<file path="src/rtl/program_loader_pkg.sv">
// Shared types and constants for the instruction-memory program loader.
package program_loader_pkg;

  localparam int IMEM_ADDR_WIDTH = 10;
  localparam logic [7:0] ACK_BYTE_DEFAULT = 8'hAA;
  localparam logic [7:0] ERR_BYTE_DEFAULT = 8'hEE;

  typedef enum logic [2:0] {
    ST_LEN,
    ST_DATA,
    ST_ACK,
    ST_RUN,
    ST_ERROR
  } state_t;

endpackage

</file>
<file path="src/rtl/program_loader_byte_word_assembler.sv">
// Collects four bytes into a little-endian 32-bit word; word_ready flags the
// cycle the fourth byte arrives, with word already including that byte.
module program_loader_byte_word_assembler (
  input  logic        clk,
  input  logic        reset,
  input  logic        byte_valid,
  input  logic [7:0]  byte_data,
  output logic [31:0] word,
  output logic        word_ready
);

  logic [1:0]  byte_cnt;
  logic [31:0] buffer;

  always_comb begin
    word = buffer;
    if (byte_valid) word[{byte_cnt, 3'b000} +: 8] = byte_data;
    word_ready = byte_valid && (byte_cnt == 2'd3);
  end

  // Buffer is cleared on completion so the next word starts from zero.
  always_ff @(posedge clk) begin
    if (reset) begin
      byte_cnt <= 2'd0;
      buffer   <= '0;
    end else if (byte_valid) begin
      byte_cnt <= byte_cnt + 2'd1;
      buffer   <= word_ready ? '0 : word;
    end
  end

endmodule

</file>
<file path="src/rtl/program_loader.sv">
// Loads a length-prefixed little-endian program into instruction memory while
// holding the CPU in reset, then reports a status byte and releases the CPU.
module program_loader
  import program_loader_pkg::*;
#(
  parameter int         ADDR_WIDTH = IMEM_ADDR_WIDTH,
  parameter logic [7:0] ACK_BYTE   = ACK_BYTE_DEFAULT,
  parameter logic [7:0] ERR_BYTE   = ERR_BYTE_DEFAULT
) (
  input  logic                  clk,
  input  logic                  reset,
  input  logic                  rx_valid,
  input  logic [7:0]            rx_data,
  output logic                  imem_wren,
  output logic [ADDR_WIDTH-1:0] imem_address,
  output logic [31:0]           imem_write_data,
  output logic                  tx_valid,
  output logic [7:0]            tx_data,
  input  logic                  tx_ready,
  output logic                  cpu_reset_n,
  output logic                  load_done,
  output logic                  load_error,
  output state_t                dbg_state
);

  localparam logic [31:0] CAPACITY = 32'(1) << ADDR_WIDTH;

  state_t                state, state_next;
  logic [31:0]           length;
  logic [ADDR_WIDTH:0]   word_cnt;
  logic [ADDR_WIDTH:0]   word_cnt_inc;
  logic                  err_sent;
  logic                  asm_valid;
  logic                  asm_ready;
  logic [31:0]           asm_word;

  // rx is a strobe without backpressure; bytes are consumed only while loading.
  assign asm_valid    = rx_valid && (state == ST_LEN || state == ST_DATA);
  assign word_cnt_inc = word_cnt + {{ADDR_WIDTH{1'b0}}, 1'b1};
  assign dbg_state    = state;

  program_loader_byte_word_assembler u_byte_word_assembler (
    .clk        (clk),
    .reset      (reset),
    .byte_valid (asm_valid),
    .byte_data  (rx_data),
    .word       (asm_word),
    .word_ready (asm_ready)
  );

  // tx: tx_valid/tx_data stay stable until tx_valid && tx_ready on a clock
  // edge; the byte is then consumed and tx_valid is low the following cycle.
  always_comb begin
    state_next  = state;
    tx_valid    = 1'b0;
    tx_data     = 8'h00;
    cpu_reset_n = 1'b0;
    load_done   = 1'b0;
    load_error  = 1'b0;
    case (state)
      ST_LEN: begin
        if (asm_ready) begin
          if (asm_word == 32'd0)         state_next = ST_ACK;
          else if (asm_word > CAPACITY)  state_next = ST_ERROR;
          else                           state_next = ST_DATA;
        end
      end
      ST_DATA: begin
        if (asm_ready && (32'(word_cnt_inc) == length)) state_next = ST_ACK;
      end
      ST_ACK: begin
        tx_valid = 1'b1;
        tx_data  = ACK_BYTE;
        if (tx_ready) state_next = ST_RUN;
      end
      ST_RUN: begin
        cpu_reset_n = 1'b1;
        load_done   = 1'b1;
      end
      ST_ERROR: begin
        tx_valid   = !err_sent;
        tx_data    = ERR_BYTE;
        load_error = 1'b1;
      end
      default: state_next = ST_LEN;
    endcase
  end

  always_ff @(posedge clk) begin
    if (reset) begin
      state           <= ST_LEN;
      length          <= '0;
      word_cnt        <= '0;
      err_sent        <= 1'b0;
      imem_wren       <= 1'b0;
      imem_address    <= '0;
      imem_write_data <= '0;
    end else begin
      state     <= state_next;
      imem_wren <= 1'b0;
      if (state == ST_LEN && asm_ready) length <= asm_word;
      if (state == ST_DATA && asm_ready) begin
        imem_wren       <= 1'b1;
        imem_address    <= word_cnt[ADDR_WIDTH-1:0];
        imem_write_data <= asm_word;
        word_cnt        <= word_cnt_inc;
      end
      if (state == ST_ERROR && tx_ready) err_sent <= 1'b1;
    end
  end

endmodule

</file>
<file path="config.mk">
export PLATFORM = sky130hd
export DESIGN_NAME = program_loader
export DESIGN_NICKNAME = d
export VERILOG_FILES = /design/src/rtl/program_loader_pkg.sv /design/src/rtl/program_loader_byte_word_assembler.sv /design/src/rtl/program_loader.sv
export SDC_FILE = /design/constraint.sdc
export NUM_CORES = 1
export LEC_CHECK = 0
export ABC_AREA = 1
export BUFFER_PORTS_ARGS = -buffer_cell sky130_fd_sc_hd__buf_2
export CORE_UTILIZATION = 61
export CTS_BUF_LIST = sky130_fd_sc_hd__clkbuf_4 sky130_fd_sc_hd__clkbuf_8
export DETAILED_ROUTE_END_ITERATION = 16
export PLACE_DENSITY_LB_ADDON = 0.15
export SETUP_SLACK_MARGIN = 0.1
export SLEW_MARGIN = 15
export SYNTH_ARGS = -nofsm -noshare
export SYNTH_HDL_FRONTEND = slang
export SYNTH_SLANG_ARGS = --single-unit
</file>
<file path="constraint.sdc">
create_clock -name clk -period 2.77 [get_ports clk]
set_clock_uncertainty 0.05 [all_clocks]
set_input_delay 0.4155 -clock clk [delete_from_list [all_inputs] [get_ports clk]]
set_output_delay 0.4155 -clock clk [all_outputs]
set_load 0.02 [all_outputs]
</file>
==> results of run 1 <==
[area by class of cell]
type / instances / area [sq um]
Multi-Input combinational cell: 577 / 2858
Fill cell: 838 / 2780
Sequential cell: 124 / 2487
Inverter: 143 / 545.5
Timing Repair Buffer: 88 / 530.5
Clock buffer: 17 / 234.0
Clock inverter: 15 / 172.7
Tap cell: 133 / 166.4
[cells by family after synthesis]
| family | after synthesis | share of synthesized area |
|---|---|---|
| simple gates | 424 | 0.2969 |
| buf+inv | 196 | 0.1363 |
| fa+ha+maj | 6 | 0.01224 |
| flops | 124 | 0.4048 |
| other cells | 1 | 0.0006115 |
| xor+xnor | 7 | 0.01449 |
| compound gates | 138 | 0.1347 |
[power groups by stage]
stage	logic, mW	clock network [mW]	registers [mW]
6_report	1.40	1.66	1.94
5_1_grt	1.54	1.76	1.94
4_1_cts	1.32	1.67	1.93
3_5_place_dp	1.30	0	1.97
3_3_place_gp	1.28	0	1.96
2_1_floorplan	1.04	0	1.97
[layout by cell type (no fill, tap or decap), types with 5 or more instances in the layout]
cell type  Yosys  layout
nand2_2        8       9
nor3_1        20      20
nor2_1        53      50
o21ai_0       40      40
inv_2         12      12
buf_2         15      67
nor2_4         1       5
a21oi_1       44      44
clkinv_2       0       5
dfxtp_1      124     122
o211ai_1      48      48
clkbuf_8       0      17
xor2_1         5       5
nand4_1       27      27
buf_4          9      18
inv_1        127     125
nand2_1      259     258
nand3_1       45      45
[per-layer routing]
metal / vias to the layer above / wire length, um / track usage
met5: - / 0 / 0
met4: 0 / 443 / 0.1516
met3: 39 / 814 / 0.07182
met2: 200 / 7665 / 0.5385
met1: 2688 / 6776 / 0.3802
li1: 2965 / - / -
[worst max path at each step]
stage | cells after the start | end | slack (ns) | start
after floorplan | 16 | dbg_state[1] | 0.39 | u_byte_word_assembler.byte_cnt[0]
after global placement | 15 | dbg_state[2] | 0.14 | u_byte_word_assembler.byte_cnt[0]
after detailed placement | 15 | dbg_state[1] | 0.06 | u_byte_word_assembler.byte_cnt[0]
after CTS | 18 | dbg_state[1] | 0.19 | u_byte_word_assembler.byte_cnt[0]
after global routing | 16 | dbg_state[0] | 0.1 | u_byte_word_assembler.byte_cnt[0]
final | 18 | dbg_state[0] | 0.28 | u_byte_word_assembler.byte_cnt[0]
[timing repair]
item | in CTS | in global routing
hold endpoints to repair | 0 | 0
gates cloned | 0 | 0
gates resized for setup | 3 | 13
setup buffers | 0 | 2
pin swaps | 0 | 0
hold buffers | 0 | 0
endpoints found under the setup margin | 3 | 3
[registers in the layout, summed over array words and instances (netlist names)]
name	flops
u_byte_word_assembler.buffer	32
dbg_state	3
err_sent	1
imem_write_data	32
imem_wren	1
length	32
word_cnt	11
u_byte_word_assembler.byte_cnt	2
imem_address	10
[tightest hold or removal path: cells and delay by family]
kind | cells | cell delay [ns]
buffers and inverters | 1 | 0.10
AND/OR/NAND/NOR | 1 | 0.05
AO/OA/AOI/OAI | 1 | 0.05
==> flow_summary_export.csv, run 1 <==
group,metric,value,unit
setup_path,end_kind,"flip-flop",
yosys,synth_seq_area_share,0.4048,
setup_path,crit_family,"simple AND/OR/NAND/NOR gates",
placement,gp_congestion,0.8964,
route,num_vias,5892,
setup_path,r2r_start,"u_byte_word_assembler.byte_cnt[0]",
clocking,clk_pin_slew,0.08,ns
route,drt_first_pass_iters,5,
placement,dpl-instance-area,0.006521,sq mm
clocking,insertion_delay,0.45,ns
setup_path,crit_buf_inv,3,
setup_path,cp_cell_sequence,"inv_4, ha_2, buf_4, nand2_2, nor2_4, nand3_1, nand2_1, nand2_1, nand2_1, inv_1, nand2_1, nor2_1, nand2_1, nor2_2, nand4_1, nand2_1, nand2_1, a21oi_2",
clocking,clock-root-buffer,"clkbuf_8",
route,vias_per_cell,5.371,
final_layout,layout-drive-gt1-share,0.1680,
clocking,cts_buffers,17,
pwr,internal_power,3.178,mW
worst_hold_path,min_to,"err_sent",
sta,rsz0062_at_grt,"no",
placement,pre_cts_slack,0.06078,ns
setup_path,critPathSlowestCell,"dfxtp_4",
setup_path,worstPathMaxFanout,9,
clocking,cts_tree,"built",
setup_path,reg2reg_to,"dbg_state[0]",
global_routing,grt_max_degree,60,
status,outcome,"complete, no violations",
global_routing,grt_pass1_wl,25450,um
sta,final_max_slew_viol_count,0,
yosys,synth_commonest_cells,"259 x nand2_1, 127 x inv_1, 124 x dfxtp_1, 53 x nor2_1, 48 x o211ai_1",
yosys,ys.flop_type,"dfxtp_1",
global_routing,grt_util_all_layers,0.3173,
clocking,cts_sinks,124,
sta,period_minus_slack,2.495,ns
worst_hold_path,min_path_cells,3,
setup_path,cp.arrival,2.83,ns
sta,setup_violations,0,
die,placementRows,36,
clocking,htree_levels,4,
sta,finalHoldWorstSlack,0.1687,ns
global_routing,overflow,0,
yosys,synth_edf_count,0,
pwr,pwr-share-comb,0.280,
yosys,synth_top_area_cell,"dfxtp_1",
yosys,syn_area,0.006132,sq mm
pwr,vdd_ir_drop_max,0.0005079,V
route,drt_wl_total,15700,um
placement,post-place-cells,1063,
route,ant_nets,0,
pwr,power_switching_share,0.3641,
global_routing,grt_pass1_vias,5377,
route,drt_iter0_drc,253,
yosys,async_flop_share,0,
worst_hold_path,min_path_type,"input port to flip-flop",
sta,setup_slack,0.2752,ns
final_layout,layout.nets,969,
die,start_util,0.6274,
worst_hold_path,hp-start,"tx_ready",
sta,fin_setup_tns,0,ns
final_layout,syn_to_final_growth,14.06,%
final_layout,finalInstanceArea,0.006994,sq mm
yosys,synth_seq_cells,124,
setup_path,crit_top_cell,"nand2_1",
yosys,syn_area_per_cell,6.844,sq um
pwr,seqPwrFrac,0.388,
yosys,post-synth-top-count-cell,"nand2_1",
sta,fin_crit_sh,0.9007,
setup_path,critical_path_required,3.10,ns
final_layout,fin_util,0.7156,
die,die_w,102.3,um
pwr,clkPwrFrac,0.333,
die,core,0.009774,sq mm
setup_path,max_stage_delay,0.42,ns
setup_path,worstSetupPathType,"flip-flop to flip-flop",
final_layout,final-instance-count-excl-fill,1097,
final_layout,antennaDiodeCount,0,
yosys,synth_warnings,0,
pwr,power_switching,1.819,mW
sta,max_freq,400.8,MHz
route,drc,0,
sta,relSlewSlack,0.4058,
pwr,powerDensity,714.4,mW/mm^2
pwr,totalPowerFinal,4.997,mW
setup_path,r2r_cells,18,
run,drv_cap,0,
pwr,power_leakage,3.675,nW
die,io_pins,70,
yosys,ys_types,37,
route,wl_per_cell,14.31,um
sta,finalHoldViolations,0,
placement,portBuffers,67,
setup_path,cp-start-kind,"flip-flop",
clocking,clockBufferDepth,2,
sta,max_slew.worst_pin.slew,0.8858,ns
global_routing,antenna_found_initial,0,
die,die_y,102.3,um
yosys,synth.area.top_cells,"dfxtp_1 40%, nand2_1 16%, inv_1 7.8%",
placement,dp_hpwl,10880,um
setup_path,rrSetupSlack,0.28,ns
yosys,synthCells,896,
die,die_area,0.01046,sq mm
yosys,synth_top_cell_area_share,0.4048,
Power figures use the tool's default switching activity.
==> run 2: changes to the inputs <==
Settings changed: PLACE_DENSITY set to 0.9, PLACE_DENSITY_LB_ADDON 0.15 to unset.
==> flow_summary_export.csv, run 2 (synthesis gave the netlist of run 1 again) <==
group,metric,value,unit
final_layout,layout_common_cells,"259 x nand2_1, 125 x inv_1, 124 x dfxtp_1, 67 x buf_2, 51 x nor2_1",
sta,fin_crit_sh,0.8920,
die,placementRows,36,
setup_path,critical_path_required,3.08,ns
pwr,powerDensity,708.4,mW/mm^2
global_routing,overflow,0,
final_layout,fillers,783,
route,drc,0,
setup_path,r2r_start,"u_byte_word_assembler.byte_cnt[0]",
route,wl_per_cell,13.64,um
clocking,clock-root-buffer,"clkbuf_8",
sta,relSlewSlack,0.3686,
route,vias_per_cell,5.398,
die,die_w,102.3,um
route,drt_first_pass_iters,7,
pwr,power_switching_share,0.3540,
placement,dpl-instance-area,0.006491,sq mm
final_layout,top_regs,"imem_write_data x32, length x32, u_byte_word_assembler.buffer x32",
setup_path,crit_buf_inv,3,
pwr,internal_power,3.169,mW
pwr,vdd_ir_drop_max,0.0004608,V
setup_path,crit_path_start,"u_byte_word_assembler.byte_cnt[0]",
setup_path,reg2reg_to,"dbg_state[0]",
clocking,htree_levels,4,
placement,dp_hpwl,9990,um
final_layout,multi_input_comb_area,0.002835,sq mm
setup_path,worstSetupPathType,"flip-flop to flip-flop",
setup_path,worstPathMaxFanout,12,
global_routing,grt_max_degree,60,
pwr,pwr-share-comb,0.271,
setup_path,cp.arrival,2.78,ns
global_routing,grt_pass1_wl,24490,um
clocking,cts_tree,"built",
final_layout,layout.nets,963,
sta,fin_setup_tns,0,ns
final_layout,layout-drive-gt1-share,0.1555,
route,drt_iter0_drc,515,
sta,max_slew.worst_pin.slew,0.9413,ns
die,start_util,0.6274,
route,num_vias,5889,
setup_path,critPathSlowestCell,"ha_1",
sta,setup_violations,0,
sta,rsz0062_at_grt,"yes",
clocking,cts_hold_buf,0,
worst_hold_path,min_to,"err_sent",
route,ant_nets,0,
setup_path,end_kind,"flip-flop",
setup_path,max_stage_delay,0.49,ns
worst_hold_path,hp-start,"tx_ready",
placement,gp_congestion,0.9376,
pwr,seqPwrFrac,0.391,
final_layout,syn_to_final_growth,12.94,%
setup_path,crit_family,"simple AND/OR/NAND/NOR gates",
sta,period_minus_slack,2.471,ns
sta,max_freq,404.7,MHz
clocking,clk_pin_slew,0.07,ns
die,die_area,0.01046,sq mm
placement,portBuffers,67,
sta,finalHoldViolations,0,
setup_path,rrSetupSlack,0.30,ns
die,core,0.009774,sq mm
clocking,cts_sinks,124,
final_layout,seq_area,0.002482,sq mm
worst_hold_path,min_path_cells,3,
final_layout,final_common_cell,"nand2_1",
setup_path,cp_cell_sequence,"inv_2, buf_4, ha_1, inv_1, nand2_1, nor3b_1, o21ai_1, nand2_1, nor2_1, nand2_1, nor2_2, nand4_1, nand2_1, nand2_1, a21oi_2",
global_routing,grt_pass1_vias,5249,
setup_path,cp-start-kind,"flip-flop",
final_layout,finalInstanceArea,0.006925,sq mm
status,outcome,"complete, no violations",
worst_hold_path,min_path_type,"input port to flip-flop",
setup_path,crit_top_cell,"nand2_1",
clocking,cts_buffers,17,
sta,final_max_slew_viol_count,0,
clocking,clockBufferDepth,2,
die,die_y,102.3,um
die,io_pins,70,
setup_path,r2r_cells,15,
run,drv_cap,0,
global_routing,antenna_found_initial,0,
route,drt_wl_total,14880,um
pwr,clkPwrFrac,0.338,
pwr,power_switching,1.737,mW
global_routing,grt_util_all_layers,0.3021,
pwr,power_leakage,3.635,nW
clocking,insertion_delay,0.43,ns
final_layout,antennaDiodeCount,0,
## run 2: changes by cell type in the layout (fill, tap and decap cells not counted), moves of 2 or more
cell      delta
buf_4        -6
clkinv_2     -2
dfxtp_1      +2
nor2_4       -2
## run 2: how the worst max path moves through the flow
stage	end	slack, ns	cells past startpoint
3_3_place_gp	dbg_state[0]	0.28	18
3_5_place_dp	dbg_state[1]	0.20	17
4_1_cts	dbg_state[0]	0.15	18
6_report	dbg_state[0]	0.30	15
2_1_floorplan	dbg_state[1]	0.39	16
5_1_grt	dbg_state[0]	0.07	18
## run 2: final cells by class
type                    instances  share of cell area
clock buffers                  18             0.03577
clock inverters                14             0.02439
inverters                     143             0.07787
multi-input cells             577              0.4094
flip-flops and latches        124              0.3584
well taps                     133             0.02403
repair buffers                 82             0.07010
## run 2: power groups by stage
stage / Combinational [mW] / Clock, mW / Sequential (mW)
2_1_floorplan: 1.04 / 0 / 1.97
3_3_place_gp: 1.25 / 0 / 1.95
3_5_place_dp: 1.27 / 0 / 1.96
4_1_cts: 1.28 / 1.66 / 1.92
5_1_grt: 1.47 / 1.76 / 1.93
6_report: 1.33 / 1.66 / 1.92
## run 2: what timing repair did
item,in CTS,in global routing
setup endpoints to repair,0,3
gates resized for setup,0,5
buffers inserted,0,0
## run 2: worst reg2reg max path, cell delays in order, from the launching register on
cell	delay [ns]
dfxtp_1	0.32
inv_2	0.06
buf_4	0.16
ha_1	0.49
inv_1	0.08
nand2_1	0.11
nor3b_1	0.07
o21ai_1	0.31
nand2_1	0.10
nor2_1	0.10
nand2_1	0.10
nor2_2	0.13
nand4_1	0.10
nand2_1	0.07
nand2_1	0.07
a21oi_2	0.11
## run 2: through the flow
| step | utilization | worst slack, ns | instances | power, mW | hold slack, ns |
|---|---|---|---|---|---|
| after global placement | 0.6641 | 0.2838 | 1059 | 3.207 | 0.3855 |
| after CTS | 0.7067 | 0.1453 | 1091 | 4.864 | 0.1801 |
| final | 0.7085 | 0.2992 | 1091 | 4.906 | 0.1958 |
| after floorplan | - | 0.3871 | 897 | 3.009 | 0.3768 |
| after detailed placement | 0.6641 | 0.1961 | 1059 | 3.225 | 0.3940 |
| after global routing | 0.7085 | 0.07470 | 1091 | 5.151 | 0.2001 |
## run 2: routing by layer
metal	part of all wire	global-route usage
met2	0.46	0.4832
met1	0.44	0.3799
met3	0.069	0.08140
met5	0	0
met4	0.031	0.1396
==> run 3: changes to the inputs <==
Clock period 2.77 ns to 2.3 ns, I/O delays scaled along.
==> flow_summary_export.csv, run 3 (synthesis gave the netlist of run 1 again) <==
group,metric,value,unit
status,outcome,"complete, no violations",
die,die_y,102.3,um
route,vias_per_cell,5.551,
die,die_area,0.01046,sq mm
placement,dpl-instance-area,0.006890,sq mm
global_routing,grt_max_degree,44,
die,die_w,102.3,um
worst_hold_path,min_path_type,"input port to flip-flop",
final_layout,multi_input_comb_area,0.002987,sq mm
final_layout,antennaDiodeCount,0,
setup_path,worstSetupPathType,"flip-flop to flip-flop",
die,core,0.009774,sq mm
setup_path,worstPathMaxFanout,6,
sta,final_max_slew_viol_count,0,
sta,fin_crit_sh,0.9802,
route,ant_nets,0,
global_routing,overflow,0,
setup_path,cp-start-kind,"flip-flop",
final_layout,layout-drive-gt1-share,0.2473,
worst_hold_path,hp-start,"tx_ready",
sta,setup_violations,0,
placement,portBuffers,67,
global_routing,grt_pass1_vias,5627,
clocking,cts_buffers,17,
sta,rsz0062_at_grt,"yes",
die,placementRows,36,
pwr,vdd_ir_drop_max,0.0006944,V
final_layout,seq_area,0.002494,sq mm
final_layout,layout.nets,1020,
pwr,totalPowerFinal,6.503,mW
worst_hold_path,min_path_cells,3,
sta,relSlewSlack,0.6340,
clocking,cts_tree,"built",
setup_path,r2r_start,"u_byte_word_assembler.byte_cnt[0]",
worst_hold_path,min_to,"err_sent",
setup_path,rrSetupSlack,0.05,ns
run,drv_cap,0,
final_layout,finalInstanceArea,0.007551,sq mm
placement,gp_congestion,0.9443,
pwr,powerDensity,861.2,mW/mm^2
setup_path,cp.arrival,2.59,ns
clocking,insertion_delay,0.45,ns
final_layout,syn_to_final_growth,23.14,%
clocking,clockBufferDepth,2,
final_layout,final_common_cell,"nand2_1",
die,start_util,0.6274,
setup_path,critical_path_required,2.64,ns
setup_path,reg2reg_to,"dbg_state[0]",
route,drt_first_pass_iters,6,
setup_path,r2r_cells,18,
placement,dp_hpwl,10590,um
setup_path,end_kind,"flip-flop",
sta,period_minus_slack,2.254,ns
final_layout,fillers,640,
route,wl_per_cell,14.72,um
global_routing,antenna_found_initial,0,
final_layout,layout_common_cells,"244 x nand2_1, 120 x inv_1, 117 x dfxtp_1, 67 x buf_2, 62 x buf_4",
global_routing,grt_pass1_wl,25850,um
route,drt_iter0_drc,559,
route,drc,0,
clocking,htree_levels,4,
sta,max_freq,443.6,MHz
final_layout,final-instance-count-excl-fill,1148,
clocking,cts_sinks,124,
pwr,power_leakage,3.934,nW
placement,post-place-cells,1109,
sta,finalHoldViolations,0,
die,io_pins,70,
sta,max_slew.worst_pin.slew,0.5457,ns
route,drt_wl_total,16900,um
clocking,clk_pin_slew,0.07,ns
global_routing,grt_util_all_layers,0.3217,
route,num_vias,6373,
final_layout,top_regs,"imem_write_data x32, length x32, u_byte_word_assembler.buffer x32",
clocking,clock-root-buffer,"clkbuf_8",
-- run 3: cell count changes in the layout (fill, tap and decap cells not counted), sizes merged --
cell	change
bufinv	-1
clkinvlp	-1
clkbuf	+4
buf	+57
clkinv	-2
-- run 3: repair_timing --
action                                  in CTS  in global routing
resized for setup                           23                 40
endpoints found under the setup margin       3                  5
setup buffers                                2                  5
pin swaps                                    7                 25
hold buffers                                 0                  0
-- run 3: final cells by class --
class / count / share of cell area
multi-input cells: 577 / 0.3955
flip-flops and latches: 124 / 0.3302
repair buffers: 139 / 0.1268
inverters: 143 / 0.07258
clock buffers: 22 / 0.03761
well taps: 133 / 0.02204
clock inverters: 10 / 0.01524
-- run 3: metal layers --
layer,vias to the layer above,share of wire,track usage
met3,106,0.086,0.09097
met5,-,0,0
met4,0,0.052,0.1626
li1,3072,-,-
met1,2856,0.41,0.4000
met2,339,0.46,0.5106
-- run 3: power breakdown --
| part | internal [mW] | switching, mW | total [mW] | leakage (nW) |
|---|---|---|---|---|
| Combinational | 0.814 | 1.42 | 2.24 | 2.73 |
| Sequential | 2.25 | 0.0720 | 2.33 | 1.00 |
| Clock | 1.05 | 0.885 | 1.94 | 0.199 |
| Total | 4.12 | 2.38 | 6.50 | 3.93 |
-- run 3: through the flow --
stage / hold slack (ns) / setup WS, ns / utilization / TNS, ns
after floorplan: 0.3768 / 0.1143 / - / 0
after CTS: 0.1083 / 0.1031 / 0.7561 / 0
after global placement: 0.3883 / 0.1218 / 0.7049 / 0
final: 0.1252 / 0.04555 / 0.7725 / 0
after detailed placement: 0.3929 / 0.04130 / 0.7049 / 0
after global routing: 0.1213 / -0.1127 / 0.7725 / -0.1653
-- run 3: worst max-delay path, stage by stage (launching register included) --
cell and delay (ns):
dfxtp_2 0.36, inv_4 0.06, ha_4 0.33, inv_4 0.05
nor2_4 0.20, nand3_2 0.10, nand2_1 0.08, nand2_1 0.06
nand2_2 0.08, inv_2 0.04, nor2_1 0.08, nand2_1 0.05
nor2_1 0.08, nand2_1 0.07, nand2_2 0.07, nand4_1 0.12
nand2_1 0.11, nand2_2 0.06, a21oi_2 0.13
-- run 3: worst max-delay path by stage --
stage                                            startpoint      endpoint  cells past startpoint  slack (ns)
after CTS                                      dbg_state[1]  dbg_state[0]                     16        0.10
after floorplan           u_byte_word_assembler.byte_cnt[0]  dbg_state[0]                     19        0.11
after detailed placement  u_byte_word_assembler.byte_cnt[1]  dbg_state[0]                     18        0.04
after global placement    u_byte_word_assembler.byte_cnt[1]  dbg_state[0]                     17        0.12
after global routing      u_byte_word_assembler.byte_cnt[0]  dbg_state[0]                     18       -0.11
final                     u_byte_word_assembler.byte_cnt[0]  dbg_state[0]                     18        0.05
